$ cat src/rtl/can_encoder.sv
// CAN 2.0A/2.0B frame transmitter: serialises a latched frame from SOF to IFS with
// bit stuffing, CRC-15 and bus readback for arbitration, bit and ACK errors.
module can_encoder #(
   parameter int EOF_BITS = 7,
   parameter int IFS_BITS = 3
) (
   input  logic        clock,
   input  logic        reset,
   input  logic        sample_point,
   input  logic        rx_bit,
   input  logic        tx_start,
   input  logic [10:0] field_id_a,
   input  logic        field_ide,
   input  logic [17:0] field_id_b,
   input  logic        field_rtr,
   input  logic [3:0]  field_dlc,
   input  logic [63:0] field_data,
   output logic        tx_bit,
   output logic        tx_busy,
   output logic        tx_done,
   output logic        arbitration_lost,
   output logic        bit_error,
   output logic        ack_error
);

   typedef enum logic [4:0] {
      IDLE, ARMED, SOF, ID_A, SRR, IDE, ID_B, RTR, R1, R0, DLC, DATA,
      CRC, CRC_DELIM, ACK_SLOT, ACK_DELIM, EOF, IFS
   } state_t;

   state_t      state;
   logic [5:0]  cnt;
   logic        sp_q;
   logic [10:0] id_a;
   logic        ide;
   logic [17:0] id_b;
   logic        rtr;
   logic [3:0]  dlc;
   logic [63:0] data;
   logic [14:0] crc;
   logic [2:0]  run_len;
   logic        last_bit;
   logic        stuff_bit;

   logic        tx_edge;
   logic        rx_edge;
   logic [6:0]  data_bits;
   logic        data_last;
   logic        stuff_zone;
   logic        arb_field;
   logic        do_stuff;
   logic        frame_end;
   logic        crc_zone;
   logic        lose_arb;
   logic        ack_fail;
   logic        bit_fail;
   state_t      adv_state;
   logic [5:0]  adv_cnt;
   logic        adv_bit;

   function automatic logic [14:0] crc_step(input logic [14:0] c, input logic b);
      crc_step = {c[13:0], 1'b0} ^ ((b ^ c[14]) ? 15'h4599 : 15'h0000);
   endfunction

   assign tx_edge    = sp_q & ~sample_point;
   assign rx_edge    = ~sp_q & sample_point;
   assign data_bits  = rtr ? 7'd0 : (dlc[3] ? 7'd64 : {1'b0, dlc[2:0], 3'b000});
   assign data_last  = ({1'b0, cnt} == (data_bits - 7'd1));
   assign stuff_zone = state inside {SOF, ID_A, SRR, IDE, ID_B, RTR, R1, R0, DLC, DATA, CRC};
   assign arb_field  = (state inside {ID_A, SRR, IDE, ID_B, RTR}) && !stuff_bit;
   assign do_stuff   = stuff_zone && (run_len == 3'd5);
   assign frame_end  = (state == IFS) && (cnt == 6'(IFS_BITS - 1));
   assign crc_zone   = adv_state inside {ID_A, SRR, IDE, ID_B, RTR, R1, R0, DLC, DATA};

   // Next unstuffed bit of the frame: the field, index within it and bus value
   // that follow the bit currently on the bus.
   always_comb begin
      adv_state = IDLE;
      adv_cnt   = 6'd0;
      adv_bit   = 1'b1;
      case (state)
         SOF: begin
            adv_state = ID_A;
            adv_bit   = id_a[10];
         end
         ID_A: begin
            if (cnt == 6'd10) begin
               adv_state = ide ? SRR : RTR;
               adv_bit   = ide ? 1'b1 : rtr;
            end else begin
               adv_state = ID_A;
               adv_cnt   = cnt + 6'd1;
               adv_bit   = id_a[4'd9 - cnt[3:0]];
            end
         end
         SRR: begin
            adv_state = IDE;
            adv_bit   = 1'b1;
         end
         IDE: begin
            adv_state = ide ? ID_B : R0;
            adv_bit   = ide ? id_b[17] : 1'b0;
         end
         ID_B: begin
            if (cnt == 6'd17) begin
               adv_state = RTR;
               adv_bit   = rtr;
            end else begin
               adv_state = ID_B;
               adv_cnt   = cnt + 6'd1;
               adv_bit   = id_b[5'd16 - cnt[4:0]];
            end
         end
         RTR: begin
            adv_state = ide ? R1 : IDE;
            adv_bit   = 1'b0;
         end
         R1: begin
            adv_state = R0;
            adv_bit   = 1'b0;
         end
         R0: begin
            adv_state = DLC;
            adv_bit   = dlc[3];
         end
         DLC: begin
            if (cnt == 6'd3) begin
               adv_state = (data_bits != 7'd0) ? DATA : CRC;
               adv_bit   = (data_bits != 7'd0) ? data[63] : crc[14];
            end else begin
               adv_state = DLC;
               adv_cnt   = cnt + 6'd1;
               adv_bit   = dlc[2'd2 - cnt[1:0]];
            end
         end
         DATA: begin
            if (data_last) begin
               adv_state = CRC;
               adv_bit   = crc[14];
            end else begin
               adv_state = DATA;
               adv_cnt   = cnt + 6'd1;
               adv_bit   = data[6'd62 - cnt];
            end
         end
         CRC: begin
            if (cnt == 6'd14) begin
               adv_state = CRC_DELIM;
            end else begin
               adv_state = CRC;
               adv_cnt   = cnt + 6'd1;
               adv_bit   = crc[4'd13 - cnt[3:0]];
            end
         end
         CRC_DELIM: adv_state = ACK_SLOT;
         ACK_SLOT:  adv_state = ACK_DELIM;
         ACK_DELIM: adv_state = EOF;
         EOF: begin
            if (cnt == 6'(EOF_BITS - 1)) begin
               adv_state = IFS;
            end else begin
               adv_state = EOF;
               adv_cnt   = cnt + 6'd1;
            end
         end
         IFS: begin
            adv_state = IFS;
            adv_cnt   = cnt + 6'd1;
         end
         default: adv_state = IDLE;
      endcase
   end

   // Bus readback at the sample instant; ARMED has not driven anything yet.
   always_comb begin
      lose_arb = 1'b0;
      ack_fail = 1'b0;
      bit_fail = 1'b0;
      if (rx_edge && tx_busy && (state != ARMED)) begin
         if (arb_field && tx_bit && !rx_bit) begin
            lose_arb = 1'b1;
         end else if (state == ACK_SLOT) begin
            ack_fail = rx_bit;
         end else if (tx_bit != rx_bit) begin
            bit_fail = 1'b1;
         end
      end
   end

   // Frame sequencer: latches fields on start, advances one bus bit per
   // transmit instant and aborts to IDLE on any readback error.
   always_ff @(posedge clock or posedge reset) begin
      if (reset) begin
         state            <= IDLE;
         cnt              <= 6'd0;
         sp_q             <= 1'b0;
         id_a             <= 11'd0;
         ide              <= 1'b0;
         id_b             <= 18'd0;
         rtr              <= 1'b0;
         dlc              <= 4'd0;
         data             <= 64'd0;
         crc              <= 15'd0;
         run_len          <= 3'd0;
         last_bit         <= 1'b1;
         stuff_bit        <= 1'b0;
         tx_bit           <= 1'b1;
         tx_busy          <= 1'b0;
         tx_done          <= 1'b0;
         arbitration_lost <= 1'b0;
         bit_error        <= 1'b0;
         ack_error        <= 1'b0;
      end else begin
         sp_q             <= sample_point;
         tx_done          <= 1'b0;
         arbitration_lost <= lose_arb;
         bit_error        <= bit_fail;
         ack_error        <= ack_fail;
         if (lose_arb || ack_fail || bit_fail) begin
            state     <= IDLE;
            tx_busy   <= 1'b0;
            tx_bit    <= 1'b1;
            stuff_bit <= 1'b0;
         end else begin
            case (state)
               IDLE: begin
                  if (tx_start) begin
                     id_a      <= field_id_a;
                     ide       <= field_ide;
                     id_b      <= field_id_b;
                     rtr       <= field_rtr;
                     dlc       <= field_dlc;
                     data      <= field_data;
                     crc       <= 15'd0;
                     run_len   <= 3'd0;
                     last_bit  <= 1'b1;
                     stuff_bit <= 1'b0;
                     cnt       <= 6'd0;
                     tx_busy   <= 1'b1;
                     state     <= ARMED;
                  end
               end
               ARMED: begin
                  if (tx_edge) begin
                     state    <= SOF;
                     tx_bit   <= 1'b0;
                     run_len  <= 3'd1;
                     last_bit <= 1'b0;
                     crc      <= crc_step(15'd0, 1'b0);
                  end
               end
               default: begin
                  if (tx_edge) begin
                     if (do_stuff) begin
                        tx_bit    <= ~last_bit;
                        last_bit  <= ~last_bit;
                        run_len   <= 3'd1;
                        stuff_bit <= 1'b1;
                     end else if (frame_end) begin
                        state   <= IDLE;
                        tx_busy <= 1'b0;
                        tx_bit  <= 1'b1;
                        tx_done <= 1'b1;
                     end else begin
                        state     <= adv_state;
                        cnt       <= adv_cnt;
                        tx_bit    <= adv_bit;
                        stuff_bit <= 1'b0;
                        // CRC goes through the stuff logic too; CRC_DELIM onward does not.
                        if (adv_state inside {ID_A, SRR, IDE, ID_B, RTR, R1, R0, DLC, DATA, CRC}) begin
                           run_len  <= (adv_bit == last_bit) ? run_len + 3'd1 : 3'd1;
                           last_bit <= adv_bit;
                        end
                        if (crc_zone) begin
                           crc <= crc_step(crc, adv_bit);
                        end
                     end
                  end
               end
            endcase
         end
      end
   end

endmodule

$ cat config.mk
export PLATFORM = sky130hd
export DESIGN_NAME = can_encoder
export DESIGN_NICKNAME = d
export VERILOG_FILES = /design/src/rtl/can_encoder.sv
export SDC_FILE = /design/constraint.sdc
export NUM_CORES = 1
export LEC_CHECK = 0
export CAP_MARGIN = 15
export CORE_UTILIZATION = 50
export DETAILED_ROUTE_END_ITERATION = 10
export HOLD_SLACK_MARGIN = 0.03
export PLACE_DENSITY = 0.74
export REMOVE_ABC_BUFFERS = 1
export SLEW_MARGIN = 15
export SYNTH_ARGS = -nofsm -noshare
export SYNTH_HDL_FRONTEND = slang
export SYNTH_SLANG_ARGS = --single-unit
$ cat constraint.sdc
create_clock -name clock -period 5.25 [get_ports clock]
set_input_delay 1.05 -clock clock [delete_from_list [all_inputs] [get_ports clock]]
set_output_delay 1.05 -clock clock [all_outputs]
set_load 0.01 [all_outputs]
==> flow_summary.json <==
{
  "dp_hpwl_mm": 13.2,
  "hold_viol_final": 0,
  "p_leak_nw": 4.04,
  "yosysUniqueCellTypes": 74,
  "setup_tns_ns": 0,
  "drtIter0Drc": 402,
  "nets": 884,
  "slew_headroom": 0.330,
  "synthToLayoutAreaGrowth_pct": 22.8,
  "synth_mux_area_frac": 0.237,
  "ys_ff_latch": 137,
  "cts_inserted_buffers": 17,
  "antenna_found_initial": 0,
  "grt_util_all_layers": 0.243,
  "synth_area_per_cell_um2": 11.5,
  "synthArstFlopShare": 1.00,
  "period_share": 0.765,
  "timing_worst_setup_path_type": "flip-flop to flip-flop",
  "finalCriticalPeriod_ns": 4.01,
  "viasPerCell": 5.92,
  "synth_xor_area_frac": 0.0361,
  "fp-row-count": 45,
  "cts-root-buf": "clkbuf_16",
  "p_per_area_mw_per_mm2": 554,
  "grt_setup_unrepaired": "no",
  "post-cts-setup-buffer-count": 0,
  "min_path_type": "flip-flop to flip-flop",
  "die_h_um": 127,
  "ios": 110,
  "clock_path_buffers": 2,
  "worst-slew-pin-transition_ns": 1.00,
  "syn_area_mm2": 0.00777,
  "end_kind": "flip-flop",
  "grt_first_pass_wirelength_mm": 30.0,
  "die_w_um": 127,
  "outcome": "finished clean",
  "synth.most_common_cell": "dfrtp_1",
  "worstPathRequired_ns": 5.56,
  "synth_edf_count": 0,
  "firstDrtPassIters": 5,
  "synth_top_family_by_area": "multiplexers",
  "yosysTopAreaCell": "dfrtp_1",
  "grt_max_degree": 81,
  "drc": 0,
  "ir_drop_mv": 0.260,
  "grt_pass1_vias": 5770,
  "cts_resized": 0,
  "crit_arrival_ns": 4.33,
  "clkLatencyLatePin_ns": 0.44,
  "final_core_util": 0.627,
  "synth_largest_type_area_fraction": 0.435,
  "synth_area_leaders": "dfrtp_1, mux2_2, mux4_2",
  "ant_nets": 0,
  "wl_per_cell_um": 18.9,
  "nFillCells": 1188,
  "cts_tree": "yes",
  "clkSinkCount": 137,
  "wirelength_mm": 18.4,
  "gp_congestion": 0.883,
  "port_buffers": 109,
  "synth_warnings": 0,
  "diodes": 0,
  "synthAdderAreaFrac": 0.0193,
  "drv_cap": 0,
  "yosys.area_share.simple": 0.139,
  "fin_skew_ns": 0.0131,
  "cts.clk_slew.worst_paths_ns": 0.07,
  "start_util": 0.511,
  "finalSetupViolCount": 0,
  "ctsHtreeMaxLevel": 4,
  "synth_compound_area_frac": 0.0961,
  "dieArea_mm2": 0.0160,
  "synth_flop_cell": "dfrtp_1",
  "vias": 5739,
  "crit_fanout": 27,
  "start_kind": "flip-flop",
  "drv_slew": 0,
  "syn-instance-count": 677,
  "core_area_mm2": 0.0152,
  "max_freq_mhz": 249,
  "hold_buffers": 0,
  "grt_remaining_overflow": 0,
  "ys_seq_area_frac": 0.442,
  "drive_gt1_frac": 0.229,
  "yosys-top-cells-count": "dfrtp_1, mux2_2, nand2_1"
}
## per-layer routing
metal	track usage	part of all wire
met1	0.340	0.45
met5	0	0
met3	0.0536	0.057
met4	0.0847	0.014
met2	0.377	0.48
## report_power, final
group,internal [W],total [W],leakage [nW],switching (W)
clock network,0.000635,0.00115,0.277,0.000516
logic,0.00119,0.00214,2.07,0.000951
registers,0.00154,0.00199,1.69,0.000453
## flip-flops by register name, indices dropped and copies added (netlist names), 3 cells and up
register,count
crc,15
cnt,6
run_len,3
data,64
id_a,11
id_b,18
state,5
dlc,4
## critical path, cell delays in order (launching register included)
cell and delay (ns):
dfrtp_1 0.59, buf_4 0.31, inv_1 0.16, ha_1 0.32
buf_4 0.35, mux4_2 0.36, mux2i_1 0.13, or4_1 0.13
o311ai_0 0.11, or4_1 0.68, nor2_4 0.26, xnor3_1 0.26
a22o_1 0.22
## cell families after synthesis
| kind of cell | count (synthesis) |
|---|---|
| simple gates | 197 |
| mux | 148 |
| flops | 137 |
| compound gates | 104 |
| buf+inv | 57 |
| xor+xnor | 22 |
| fa+ha+maj | 12 |
## stage by stage
stage | instances | power, W | hold WS (ns) | instance area (um2) | worst slack, ns
detailed placement | 937 | 0.00413 | 0.492 | 8980 | 1.21
finish | 969 | 0.00528 | 0.504 | 9540 | 1.24
global placement | 937 | 0.00404 | 0.479 | 8980 | 1.34
global route | 969 | 0.00562 | 0.513 | 9540 | 0.856
floorplan | 631 | 0.00350 | 0.464 | 7560 | 0.535
CTS | 969 | 0.00530 | 0.506 | 9540 | 1.20
## area by class of cell
class	instances	area, um2	area share
Tap cell	188	235	0.0247
Clock inverter	14	123	0.0129
Timing Repair Buffer	118	1170	0.123
Clock buffer	18	439	0.0460
Inverter	11	43.8	0.00459
Multi-Input combinational cell	483	4100	0.429
Sequential cell	137	3430	0.360
## cell usage in the layout (no fill, tap or decap), types with 4 or more instances in the layout
master           netlist  routed
a211oi_1               6       6
a21oi_1               10      10
a22o_1                 6       6
a22oi_1                6       6
a31oi_1                4       4
and2_1                 8       8
buf_4                  5       8
clkbuf_16              0      17
clkdlybuf4s50_1        0     109
dfrtp_1              135     135
ha_1                  12      12
inv_1                 11      10
inv_6                  0       8
mux2_2               103     103
mux2i_1               25      25
mux4_2                18      18
nand2_1               46      46
nand2b_1              15      15
nand3_1               10      10
nand3b_1               6       6
nand4_1                6       6
nand4b_1               5       5
nor2_1                42      42
nor2b_1                8       8
nor3_1                10      10
nor3b_1               12      12
nor4_1                 4       4
o21a_1                 4       4
o21ai_0               25      25
o31ai_1                8       8
or3_1                  4       4
xnor2_1               11      11
xnor3_1                5       5
xor2_1                 5       5
## final timing paths
check	start	end	slack (ns)	cells past startpoint
hold / removal	data[16]	data[16]	0.50	1
max in group asynchronous	reset	data[35]	2.99	3
setup / recovery	cnt[0]	crc[10]	1.24	12
min in group asynchronous	reset	id_a[7]	1.20	2
hold reg to reg	data[16]	data[16]	0.50	1
setup reg to reg	cnt[0]	crc[10]	1.24	12
Note: power is estimated with default switching activity, not from simulation.
